[src/rtl/systolic_pkg.sv]
// Shared definitions for the systolic array datapath: default geometry,
// the feeder state encoding and the drain length used by the feeder,
// the array and the ofmap collector.
package systolic_pkg;

  localparam int P_IFMAP_WIDTH  = 16;
  localparam int P_WEIGHT_WIDTH = 16;
  localparam int P_ARRAY_HEIGHT = 4;
  localparam int P_ARRAY_WIDTH  = 4;

  // Beats needed for the last ifmap element to ripple through the skew
  // and across the array so every partial sum reaches the bottom row.
  function automatic int drain_beats(input int height, input int width);
    return height + width - 1;
  endfunction

  localparam int DRAIN_BEATS = drain_beats(P_ARRAY_HEIGHT, P_ARRAY_WIDTH);

  typedef enum logic [1:0] {
    IDLE   = 2'd0,
    LOAD_W = 2'd1,
    STREAM = 2'd2,
    DRAIN  = 2'd3
  } feeder_state_t;

endpackage

[src/rtl/systolic_input_feeder_skew_delay_line.sv]
// Beat-enabled delay line for one ifmap lane. DEPTH=0 is a plain wire so
// lane 0 reaches the array with no extra skew.
module skew_delay_line #(
  parameter int WIDTH = 16,
  parameter int DEPTH = 1
) (
  input  logic             i_clk,
  input  logic             i_rst_n,
  input  logic             i_en,
  input  logic [WIDTH-1:0] i_d,
  output logic [WIDTH-1:0] o_q
);

  if (DEPTH == 0) begin : g_wire
    logic w_unused_ctl;
    assign w_unused_ctl = ^{i_clk, i_rst_n, i_en};
    assign o_q = i_d;
  end else begin : g_taps
    logic [WIDTH-1:0] r_taps [DEPTH];

    // Shift one position per beat; stalls hold every tap.
    always_ff @(posedge i_clk or negedge i_rst_n) begin
      if (!i_rst_n) begin
        for (int k = 0; k < DEPTH; k++) r_taps[k] <= '0;
      end else if (i_en) begin
        r_taps[0] <= i_d;
        for (int k = 1; k < DEPTH; k++) r_taps[k] <= r_taps[k-1];
      end
    end

    assign o_q = r_taps[DEPTH-1];
  end

endmodule

[src/rtl/systolic_input_feeder.sv]
// Feeds one tile into the weight-stationary array: loads the weight rows,
// streams ifmap vectors with per-lane diagonal skew, then drains with zeros.
//
//   state  | meaning
//   IDLE   | waiting for start; no handshakes, array held
//   LOAD_W | accepting ARRAY_HEIGHT weight rows, one we pulse per row
//   STREAM | accepting ifmap vectors, one beat per accepted vector
//   DRAIN  | DRAIN_BEATS back-to-back zero beats, done on exit
module systolic_input_feeder
  import systolic_pkg::*;
#(
  parameter int IFMAP_WIDTH  = P_IFMAP_WIDTH,
  parameter int WEIGHT_WIDTH = P_WEIGHT_WIDTH,
  parameter int ARRAY_HEIGHT = P_ARRAY_HEIGHT,
  parameter int ARRAY_WIDTH  = P_ARRAY_WIDTH
) (
  input  logic                                i_clk,
  input  logic                                i_rst_n,
  input  logic                                i_start,
  input  logic                                i_weight_valid,
  output logic                                o_weight_ready,
  input  logic [ARRAY_WIDTH*WEIGHT_WIDTH-1:0] i_weight_data,
  input  logic                                i_ifmap_valid,
  output logic                                o_ifmap_ready,
  input  logic [ARRAY_HEIGHT*IFMAP_WIDTH-1:0] i_ifmap_data,
  input  logic                                i_ifmap_last,
  output logic                                o_array_enable,
  output logic                                o_array_weight_we,
  output logic [ARRAY_WIDTH*WEIGHT_WIDTH-1:0] o_array_weight_in,
  output logic [ARRAY_HEIGHT*IFMAP_WIDTH-1:0] o_array_ifmap_in,
  output logic                                o_busy,
  output logic                                o_done
);

  localparam int LANES_W   = ARRAY_HEIGHT * IFMAP_WIDTH;
  localparam int DRAIN_LEN = drain_beats(ARRAY_HEIGHT, ARRAY_WIDTH);
  localparam int ROW_CW    = (ARRAY_HEIGHT > 1) ? $clog2(ARRAY_HEIGHT) : 1;
  localparam int DRN_CW    = (DRAIN_LEN > 1) ? $clog2(DRAIN_LEN) : 1;
  localparam logic [ROW_CW-1:0] ROW_LAST = ROW_CW'(ARRAY_HEIGHT - 1);
  localparam logic [DRN_CW-1:0] DRN_LAST = DRN_CW'(DRAIN_LEN - 1);

  feeder_state_t r_state, w_state_nxt;
  logic [ROW_CW-1:0] r_row;
  logic [DRN_CW-1:0] r_drain;

  logic w_w_accept, w_beat, w_zero_fill, w_drain_end;
  logic [LANES_W-1:0] w_lane_in, w_skew_q;

  // State register.
  always_ff @(posedge i_clk or negedge i_rst_n) begin
    if (!i_rst_n) r_state <= IDLE;
    else          r_state <= w_state_nxt;
  end

  // Next state, handshake readies and beat qualification.
  always_comb begin
    w_state_nxt    = r_state;
    o_weight_ready = 1'b0;
    o_ifmap_ready  = 1'b0;
    w_w_accept     = 1'b0;
    w_beat         = 1'b0;
    w_zero_fill    = 1'b0;
    w_drain_end    = 1'b0;
    case (r_state)
      IDLE: begin
        if (i_start) w_state_nxt = LOAD_W;
      end
      LOAD_W: begin
        o_weight_ready = 1'b1;
        w_w_accept     = i_weight_valid;
        if (i_weight_valid && (r_row == ROW_LAST)) w_state_nxt = STREAM;
      end
      STREAM: begin
        o_ifmap_ready = 1'b1;
        w_beat        = i_ifmap_valid;
        if (i_ifmap_valid && i_ifmap_last) w_state_nxt = DRAIN;
      end
      DRAIN: begin
        w_beat      = 1'b1;
        w_zero_fill = 1'b1;
        if (r_drain == DRN_LAST) begin
          w_drain_end = 1'b1;
          w_state_nxt = IDLE;
        end
      end
      default: w_state_nxt = IDLE;
    endcase
  end

  // Weight row and drain beat counters, both wrapping to 0 when their phase ends.
  always_ff @(posedge i_clk or negedge i_rst_n) begin
    if (!i_rst_n) begin
      r_row   <= '0;
      r_drain <= '0;
    end else begin
      if (w_w_accept) r_row <= (r_row == ROW_LAST) ? '0 : r_row + 1'b1;
      if (r_state == DRAIN) r_drain <= w_drain_end ? '0 : r_drain + 1'b1;
    end
  end

  assign w_lane_in = w_zero_fill ? '0 : i_ifmap_data;

  for (genvar i = 0; i < ARRAY_HEIGHT; i++) begin : g_lane
    skew_delay_line #(
      .WIDTH (IFMAP_WIDTH),
      .DEPTH (i)
    ) u_skew (
      .i_clk   (i_clk),
      .i_rst_n (i_rst_n),
      .i_en    (w_beat),
      .i_d     (w_lane_in[i*IFMAP_WIDTH +: IFMAP_WIDTH]),
      .o_q     (w_skew_q[i*IFMAP_WIDTH +: IFMAP_WIDTH])
    );
  end

  // Registered array-side outputs; the ifmap register advances only on beats.
  always_ff @(posedge i_clk or negedge i_rst_n) begin
    if (!i_rst_n) begin
      o_array_enable    <= 1'b0;
      o_array_weight_we <= 1'b0;
      o_array_weight_in <= '0;
      o_array_ifmap_in  <= '0;
      o_done            <= 1'b0;
    end else begin
      o_array_enable    <= w_beat;
      o_array_weight_we <= w_w_accept;
      o_done            <= w_drain_end;
      if (w_w_accept) o_array_weight_in <= i_weight_data;
      if (w_beat)     o_array_ifmap_in  <= w_skew_q;
    end
  end

  assign o_busy = (r_state != IDLE);

endmodule

[config.mk]
export PLATFORM = sky130hd
export DESIGN_NAME = systolic_input_feeder
export DESIGN_NICKNAME = d
export VERILOG_FILES = /design/src/rtl/systolic_pkg.sv /design/src/rtl/systolic_input_feeder_skew_delay_line.sv /design/src/rtl/systolic_input_feeder.sv
export SDC_FILE = /design/constraint.sdc
export NUM_CORES = 1
export LEC_CHECK = 0
export BUFFER_PORTS_ARGS = -buffer_cell sky130_fd_sc_hd__clkbuf_2
export CAP_MARGIN = 30
export CORE_MARGIN = 2
export CORE_UTILIZATION = 51
export DETAILED_ROUTE_END_ITERATION = 8
export PLACE_DENSITY_LB_ADDON = 0.3
export SLEW_MARGIN = 20
export SYNTH_ARGS = -nofsm -noshare
export SYNTH_HDL_FRONTEND = slang
export SYNTH_SLANG_ARGS = --single-unit
[constraint.sdc]
create_clock -name i_clk -period 1.98 [get_ports i_clk]
set_input_delay 0.297 -clock i_clk [delete_from_list [all_inputs] [get_ports i_clk]]
set_output_delay 0.297 -clock i_clk [all_outputs]
set_load 0.01 [all_outputs]
==> results of run 1 <==
-- flip-flops by register name, indices dropped and copies added, names as in the netlist --
signal / count
g_lane.u_skew.g_taps.r_taps: 48
g_lane.u_skew.o_q: 48
o_array_enable: 1
o_array_ifmap_in: 64
r_row: 2
r_state: 2
r_drain: 3
o_array_weight_we: 1
o_done: 1
o_array_weight_in: 64
-- logic make-up after synthesis --
kind of cell | share of synthesized area, %
multiplexers | 8.85
flip-flops | 66.8
AND/OR/NAND/NOR | 12.9
buffers and inverters | 2.98
AO/OA/AOI/OAI | 7.29
adder cells (fa/ha/maj) | 1.14
-- power breakdown --
group          switching, mW  internal (mW)  leakage (nW)
clock                   1.80           2.98         0.413
combinational           3.46           2.78          2.76
sequential              1.01           6.71          3.02
total                   6.28           12.5          6.20
-- critical path: cells and delay by family, from the launching register on --
kind / cells / cell delay (ps)
adders and majority gates: 1 / 290
buffers and inverters: 2 / 320
DFF: 1 / 400
-- final cells by class --
cell class | instances | area (um2)
fillers | 1266 | 5200
multi-input cells | 448 | 2660
inverters | 5 | 18.8
repair buffers | 308 | 1830
clock buffers | 32 | 692
well taps | 220 | 275
clock inverters | 12 | 170
flip-flops and latches | 234 | 5860
-- worst paths after layout --
kind,to,slack [ps],startpoint
worst max-delay path,o_ifmap_ready,170,r_state[0]
worst min-delay path,g_lane[1].u_skew.o_q[6],10,i_ifmap_data[22]
worst max register to register,r_state[1],220,r_state[0]
worst min register to register,o_array_ifmap_in[49],460,o_array_ifmap_in[49]
max in group asynchronous,o_array_ifmap_in[51],930,i_rst_n
min in group asynchronous,g_lane[1].u_skew.o_q[11],350,i_rst_n
-- synthesized netlist by cell type, drive strengths merged --
cell     number
nor2          3
and2          1
dfrtp       234
mux2i         1
inv           5
and3          1
a21boi        2
a21oi         2
clkbuf       12
buf          30
ha            8
a22o         64
o21ai         3
nand3         1
mux2         68
a2111oi       1
nand2       292
nor2b         1
-- metal layers --
| layer | part of all wire (%) | vias to the layer above | wire [um] | GRT usage, % |
|---|---|---|---|---|
| li1 | - | 2995 | - | - |
| met1 | 42 | 2886 | 7890 | 27.6 |
| met2 | 49 | 172 | 9280 | 33.7 |
| met3 | 6.1 | 36 | 1140 | 4.50 |
| met4 | 2.3 | 2 | 428 | 6.08 |
| met5 | 0.059 | - | 11 | 0 |
-- per-stage QoR --
stage | total power, mW | cells | cell area (um2) | hold WS, ps
2_1_floorplan | 11.7 | 729 | 8770 | 1.41
3_3_place_gp | 13.8 | 1188 | 10400 | 296
3_5_place_dp | 14.1 | 1188 | 10400 | 287
4_1_cts | 19.0 | 1258 | 11500 | 0.366
5_1_grt | 20.0 | 1259 | 11500 | 5.00
6_report | 18.7 | 1259 | 11500 | 14.7
-- repair_timing --
item,CTS,global route
gates resized for setup,0,0
hold buffers,26,1
hold endpoints to repair,87,1
==> impl_metrics.csv, run 1 <==
group,metric,value,unit
die,rows,47,
sta,fin_crit_sh,91.5,%
die,fp.dieH,135,um
detailed_routing,ant_nets,0,
global_routing,grt_pass1_vias,6119,
pwr,power_density,1630,mW/mm2
detailed_routing,routed_wl,18800,um
die,io_pins,268,
detailed_routing,drt_iter0_markers,279,
min_path,hold_depth,2,
sta,fmax,0.552,GHz
cells_and_area,final_util,68.9,%
clock_tree,ctsRootBufferMaster,"clkbuf_16",
critical_path,start_kind,"flop",
sta,slew_violations,0,
critical_path,crit_chain,"inv_1 > ha_1 > clkbuf_2",
critical_path,critical_path_class,"flop to output port",
detailed_routing,vias_per_cell,4.84,
pwr,p_leak,6.20,nW
clock_tree,tritoncts,"yes",
sta,slew_headroom,65.4,%
critical_path,critPathCaptureType,"output port",
detailed_routing,drtPass1Iterations,4,
die,die-area,0.0183,mm2
cells_and_area,fin_nets,1163,
placed_design,dp_hpwl,12600,um
logic_synthesis,ys_ff_latch,234,
clock_tree,clkSinkCount,234,
cells_and_area,drive_gt1_share,37.7,%
sta,clock_skew,4.86,ps
logic_synthesis,synthCells,729,
clock_tree,cts_setup_buffers,0,
cells_and_area,most-common-layout-cells,"nand2_1, clkbuf_2, dfrtp_1, mux2_2, a22o_1",
detailed_routing,vias,6091,
logic_synthesis,synth-seq-area-share,66.8,%
placed_design,dp_slack,216,ps
placed_design,port_buffers,267,
detailed_routing,wl_per_cell,14.9,um
detailed_routing,drc,0,
global_routing,grt.overflow.total,0,
clock_tree,cts_htree_levels,1,
logic_synthesis,syn_area_per_cell,12.0,um2
die,initial_utilization,52.5,%
logic_synthesis,yosys.area.top_type,"dfrtp_1",
cells_and_area,antenna_cells,0,
critical_path,cp_slowest_stage_delay,400,ps
clock_tree,clockBufferDepth,3,
sta,worst_slack,169,ps
clock_tree,clk_pin_slew,60,ps
logic_synthesis,synth_top_area_share,66.8,%
min_path,min_path_type,"primary input to flop",
sta,fin_setup_tns,0,ps
logic_synthesis,synth_cell_types,25,
die,core_area,0.0167,mm2
global_routing,track_usage,20.5,%
cells_and_area,final_common_cell,"nand2_1",
global_routing,grt_max_degree,70,
sta,worst_pin_slew,519,ps
logic_synthesis,synth_nets,871,
clock_tree,clock_latency,500,ps
sta,setup_violations,0,
die,die_w,135,um
critical_path,r2r_cells,5,
global_routing,grt_antenna_before_repair,1,
sta,rsz0062_at_grt,"no",
critical_path,crit_fanout,5,
run,cap_violations,0,
logic_synthesis,synth_area,0.00877,mm2
pwr,vdd_drop_max,0.00111,V
placed_design,gp_congestion,0.819,
sta,finalHoldViolations,0,
critical_path,critPathSlowestCell,"dfrtp_1",
clock_tree,cts_made_buffers,24,
logic_synthesis,synth_area_leaders,"dfrtp_1, nand2_1, mux2_2, a22o_1, ha_1",
sta,layout_min_cycle_time,1810,ps
critical_path,crit_arrival,1510,ps
global_routing,grt_pass1_wl,30400,um
critical_path,required,1680,ps
logic_synthesis,synth_warnings,0,
cells_and_area,syn2layout_area_growth,31.2,%
outcome,outcome,"complete, no violations",
(Power assumes the default switching activity.)
==> run 2, diff against run 1 <==
CORE_UTILIZATION = 45   (was 51)
==> run 2 against run 1 <==
  * First-iteration DRC count is 11% higher
  * Final area is 3.6% higher
  * Utilization is 7.1 points lower
  * Hold slack better by 5.4 ps
  * Clock skew is 8.2 ps higher
  * Global-route usage is 2.7 points lower
  * Maximum frequency is 0.47% lower
  * Setup slack worse by 8.5 ps
  * Clock-buffer cell count is 2 higher
  * Sequential power is 0.5% lower
  * Combinational power is 2% higher
  * Wire length is 0.11% lower
==> impl_metrics.csv, run 2 (synthesis gave the netlist of run 1 again) <==
group,metric,value,unit
clock_tree,cts_made_buffers,25,
detailed_routing,vias,6261,
critical_path,cp_slowest_stage_delay,400,ps
critical_path,r2r_start,"r_state[0]",
cells_and_area,syn2layout_area_growth,35.9,%
sta,slew_headroom,70.9,%
critical_path,r2r-end,"r_state[1]",
clock_tree,cts_resized,0,
detailed_routing,drtPass1Iterations,4,
critical_path,critPathSlowestCell,"dfrtp_1",
critical_path,required,1680,ps
clock_tree,tritoncts,"yes",
critical_path,crit_buf_inv,2,
min_path,min_to,"o_array_weight_in[22]",
placed_design,port_buffers,267,
critical_path,crit_arrival,1520,ps
critical_path,crit_fanout,5,
critical_path,critPathCaptureType,"output port",
sta,setup_violations,0,
min_path,min_path_type,"primary input to flop",
cells_and_area,reg.largest.list,"o_array_ifmap_in: 64 flops, o_array_weight_in: 64 flops",
cells_and_area,fin_nets,1197,
clock_tree,postCtsHoldBufs,60,
critical_path,crit_family,"flip-flops",
sta,fin_setup_tns,0,ps
detailed_routing,ant_nets,0,
cells_and_area,drive_gt1_share,36.5,%
pwr,p_leak,6.35,nW
pwr,vdd_drop_max,0.000813,V
die,io_pins,268,
outcome,outcome,"complete, no violations",
detailed_routing,routed_wl,18700,um
sta,worst_slack,161,ps
die,die_w,144,um
min_path,min_from,"i_weight_data[22]",
global_routing,grt_pass1_vias,6191,
cells_and_area,final_common_cell,"nand2_1",
clock_tree,clk_pin_slew,60,ps
clock_tree,clkSinkCount,234,
die,fp.dieH,144,um
critical_path,rrSetupSlack,240,ps
die,rows,51,
sta,worst_pin_slew,437,ps
run,cap_violations,0,
clock_tree,ctsRootBufferMaster,"clkbuf_16",
placed_design,gp_congestion,0.758,
pwr,power_density,1580,mW/mm2
cells_and_area,most-common-layout-cells,"nand2_1, clkbuf_2, dfrtp_1, mux2_2, a22o_1",
sta,clock_skew,13.0,ps
clock_tree,clockBufferDepth,3,
placed_design,dp_slack,218,ps
detailed_routing,vias_per_cell,4.67,
detailed_routing,drt_iter0_markers,311,
clock_tree,clock_latency,510,ps
critical_path,worst-path-stages,3,
detailed_routing,drc,0,
critical_path,start_kind,"flop",
critical_path,critical_path_class,"flop to output port",
clock_tree,cts_setup_buffers,0,
sta,fin_crit_sh,91.9,%
sta,rsz0062_at_grt,"no",
sta,finalHoldViolations,0,
critical_path,crit_chain,"inv_1 > ha_1 > clkbuf_2",
placed_design,dp_hpwl,11900,um
global_routing,grt.overflow.total,0,
sta,slew_violations,0,
die,core_area,0.0193,mm2
global_routing,grt_max_degree,65,
die,initial_utilization,45.5,%
global_routing,grt_antenna_before_repair,3,
sta,fmax,0.550,GHz
global_routing,track_usage,17.8,%
clock_tree,cts_htree_levels,1,
detailed_routing,wl_per_cell,14.0,um
die,die-area,0.0206,mm2
min_path,hold_depth,2,
global_routing,grt_pass1_wl,30000,um
critical_path,r2r_cells,5,
sta,layout_min_cycle_time,1820,ps
run 2: worst max path at each step:
stage,from,to
6_report,r_state[0],o_ifmap_ready
3_3_place_gp,r_state[0],r_state[1]
3_5_place_dp,r_state[0],r_state[1]
4_1_cts,r_state[0],o_ifmap_ready
2_1_floorplan,r_state[1],o_array_weight_in[44]
5_1_grt,r_state[0],o_ifmap_ready
run 2: layout make-up:
cell class / instances / area [um2]
Fill cell: 1643 / 7360
Tap cell: 265 / 332
Clock inverter: 12 / 153
Clock buffer: 34 / 699
Timing Repair Buffer: 341 / 2190
Sequential cell: 234 / 5860
Inverter: 5 / 18.8
Antenna cell: 3 / 7.51
Multi-Input combinational cell: 448 / 2660
run 2: per-layer routing:
layer / GRT usage (%) / routed length, um / vias to the layer above
met5: 0 / 0 / -
met4: 6.19 / 404 / 0
met3: 2.77 / 854 / 33
met2: 29.6 / 9510 / 160
met1: 23.9 / 7960 / 3007
li1: - / - / 3061
run 2: stage by stage:
| step | instances | util [%] | instance area [um2] | hold WS [ps] | total power [mW] |
|---|---|---|---|---|---|
| final | 1342 | 61.8 | 11900 | 20.2 | 18.8 |
| after global routing | 1342 | 61.8 | 11900 | 5.43 | 20.2 |
| after CTS | 1339 | 61.8 | 11900 | 1.32 | 19.1 |
| after detailed placement | 1233 | 54.2 | 10500 | 254 | 14.1 |
| after global placement | 1233 | 54.2 | 10500 | 256 | 14.0 |
| after floorplan | 729 | - | 8770 | 1.41 | 11.7 |
run 2: power by group:
| part | internal [mW] | switching [mW] | total (mW) |
|---|---|---|---|
| Combinational | 2.88 | 3.51 | 6.39 |
| Clock | 2.88 | 1.87 | 4.75 |
| Sequential | 6.71 | 0.974 | 7.69 |
| Total | 12.5 | 6.35 | 18.8 |
==> run 3, diff against run 2 <==
SYNTH_HIERARCHICAL = 1   (was default)
==> run 3 against run 2 <==
  * First-iteration DRC count down 47%
  * Maximum frequency is 2.3% higher
  * Critical path type is now flop to flop
  * Register-to-register slack lost 40 ps
  * Total power rose by 17%
  * Wire length rose by 0.88%
  * Global-route usage shrank 1.4 points
  * Clock power down 5.9%
  * Utilization fell by 5.3 points
==> impl_metrics.csv, run 3 <==
group,metric,value,unit
logic_synthesis,synth_warnings,6,
die,io_pins,268,
critical_path,crit_family,"buffers and inverters",
clock_tree,clock_latency,500,ps
logic_synthesis,yosys.area.top_type,"dfrtp_1",
global_routing,grt_max_degree,71,
die,die_w,153,um
clock_tree,ctsRootBufferMaster,"clkbuf_16",
clock_tree,clockBufferDepth,3,
logic_synthesis,synth-main-ff-cell,"dfrtp_1",
cells_and_area,syn2layout_area_growth,23.1,%
critical_path,r2r-end,"g_lane[3].u_skew/g_taps.r_taps[28]",
logic_synthesis,ys_ff_latch,234,
critical_path,start_kind,"flop",
sta,rsz0062_at_grt,"no",
sta,fin_setup_tns,0,ps
pwr,total_power,22.0,mW
placed_design,placed_area,0.0113,mm2
pwr,p_leak,6.06,nW
placed_design,port_buffers,267,
critical_path,crit_fanout,30,
outcome,outcome,"complete, no violations",
logic_synthesis,synth-edff-count,0,
sta,hold_ws,22.9,ps
critical_path,crit_buf_inv,3,
detailed_routing,drtPass1Iterations,4,
cells_and_area,drive_gt1_share,60.7,%
clock_tree,tritoncts,"yes",
sta,slew_violations,0,
critical_path,r2r_start,"r_state[0]",
cells_and_area,final_util,56.5,%
placed_design,dp_hpwl,13000,um
logic_synthesis,synth_cell_types,27,
sta,layout_min_cycle_time,1780,ps
global_routing,grt_antenna_before_repair,0,
clock_tree,clk_pin_slew,60,ps
pwr,power_density,1780,mW/mm2
placed_design,gp_congestion,0.765,
cells_and_area,fin_nets,1035,
logic_synthesis,synth_area_leaders,"dfrtp_1, mux2_2, mux2_4, nor2b_1, buf_4",
clock_tree,cts_made_buffers,25,
logic_synthesis,synth_area,0.0100,mm2
critical_path,cp_slowest_stage_delay,400,ps
min_path,min_to,"o_array_weight_in[15]",
clock_tree,cts_htree_levels,1,
die,core_area,0.0218,mm2
detailed_routing,vias_per_cell,4.75,
detailed_routing,drc,0,
critical_path,crit_chain,"inv_1 > ha_2 > a21oi_4 > inv_4 > buf_12 > mux2_2",
min_path,min_path_type,"primary input to flop",
sta,fin_crit_sh,89.8,%
critical_path,required,2360,ps
detailed_routing,routed_wl,18900,um
detailed_routing,vias,5653,
min_path,hold_depth,2,
critical_path,critical_path_class,"flop to flop",
critical_path,crit_arrival,2160,ps
critical_path,critPathSlowestCell,"dfrtp_1",
logic_synthesis,synth.most_common_cell,"dfrtp_1",
clock_tree,clkSinkCount,234,
detailed_routing,ant_nets,0,
min_path,min_from,"i_weight_data[15]",
critical_path,rrSetupSlack,200,ps
die,die-area,0.0235,mm2
logic_synthesis,synth_nets,781,
sta,slew_headroom,61.9,%
logic_synthesis,syn_area_per_cell,15.7,um2
logic_synthesis,synth-seq-area-share,58.5,%
run,cap_violations,0,
sta,clock_skew,5.76,ps
logic_synthesis,synth_top_area_share,58.5,%
logic_synthesis,synthCells,639,
sta,fmax,0.562,GHz
detailed_routing,drt_iter0_markers,166,
detailed_routing,wl_per_cell,15.9,um
cells_and_area,reg.largest.list,"o_array_ifmap_in: 64 flops, o_array_weight_in: 64 flops",
cells_and_area,final_common_cell,"clkbuf_2",
global_routing,track_usage,16.4,%
cells_and_area,antenna_cells,0,
cells_and_area,most-common-layout-cells,"clkbuf_2, dfrtp_1, mux2_2, mux2_4, nor2b_1",
die,fp.dieH,153,um
cells_and_area,fillers,1828,
global_routing,grt.overflow.total,0,
global_routing,grt_pass1_vias,6173,
die,initial_utilization,45.9,%
sta,setup_violations,0,
pwr,vdd_drop_max,0.000990,V
critical_path,critPathCaptureType,"flop",
logic_synthesis,synth_commonest_cells,"dfrtp_1, mux2_2, mux2_4, nor2b_1, buf_4",
global_routing,grt_pass1_wl,31800,um
logic_synthesis,async_reset_ff_share,100,%
sta,finalHoldViolations,0,
critical_path,r2r_cells,6,
die,rows,54,
cells_and_area,fin_area,0.0123,mm2
sta,worst_pin_slew,571,ps
==> run 3: worst max-delay path by stage <==
stage,from,slack [ps],depth (start not counted),end
floorplan,r_state[0],50,9,g_lane[3].u_skew/g_taps.r_taps[32]
global placement,r_state[0],240,5,o_array_ifmap_in[46]
detailed placement,r_state[0],200,6,g_lane[2].u_skew/o_q[9]
CTS,r_state[0],170,6,g_lane[2].u_skew/o_q[8]
global route,r_state[0],90,5,o_array_ifmap_in[43]
finish,r_state[0],200,6,g_lane[3].u_skew/g_taps.r_taps[28]
==> run 3: per-layer routing <==
metal | vias to the layer above | routed length [um] | part of all wire, % | track usage, %
li1 | 2636 | - | - | -
met1 | 2827 | 7840 | 42 | 20.3
met2 | 149 | 9500 | 50 | 28.6
met3 | 41 | 1010 | 5.3 | 3.80
met4 | 0 | 536 | 2.8 | 5.20
met5 | - | 0 | 0 | 0
==> run 3: logic make-up (layout without fill, tap and decap cells) <==
group	count (synthesis)	count (layout)	share of synthesized area (%)
AO/OA/AOI/OAI	8	8	0.713
adder cells (fa/ha/maj)	8	8	1.00
buffers and inverters	87	358	6.94
flip-flops	234	234	58.5
multiplexers	229	229	28.4
AND/OR/NAND/NOR	73	73	4.46
==> run 3: layout make-up <==
type	count	area (um2)	share of cell area [%]
clock buffer	38	734	5.96
clock inverter	6	58.8	0.477
tap	280	350	2.84
sequential	234	5860	47.5
multi-input combinational	318	3470	28.2
inverter	5	21.3	0.173
timing repair buffer	309	1830	14.8
==> run 3: what timing repair did <==
| action | CTS | global route |
|---|---|---|
| hold buffers | 22 | 0 |
| endpoints found under the setup margin | 0 | 0 |
| buffers inserted | 0 | 0 |
| endpoints found under the hold margin | 83 | 0 |
| gates resized for setup | 0 | 0 |
==> run 3: per-stage QoR <==
stage               setup WS (ps)  std cells
floorplan                    47.7        639
global placement              238       1124
CTS                           170       1190
finish                        201       1190
global route                 91.8       1190
detailed placement            201       1124
==> run 3: report_power, final <==
group,internal [mW],switching [mW]
sequential,7.22,1.23
combinational,5.25,3.82
clock,2.67,1.79
total,15.1,6.84
==> run 3: worst register-to-register path, cell delays in order (launching register included) <==
cell and delay (ps):
dfrtp_1 400, inv_1 130, ha_2 250, a21oi_4 110
inv_4 160, buf_12 230, mux2_2 380
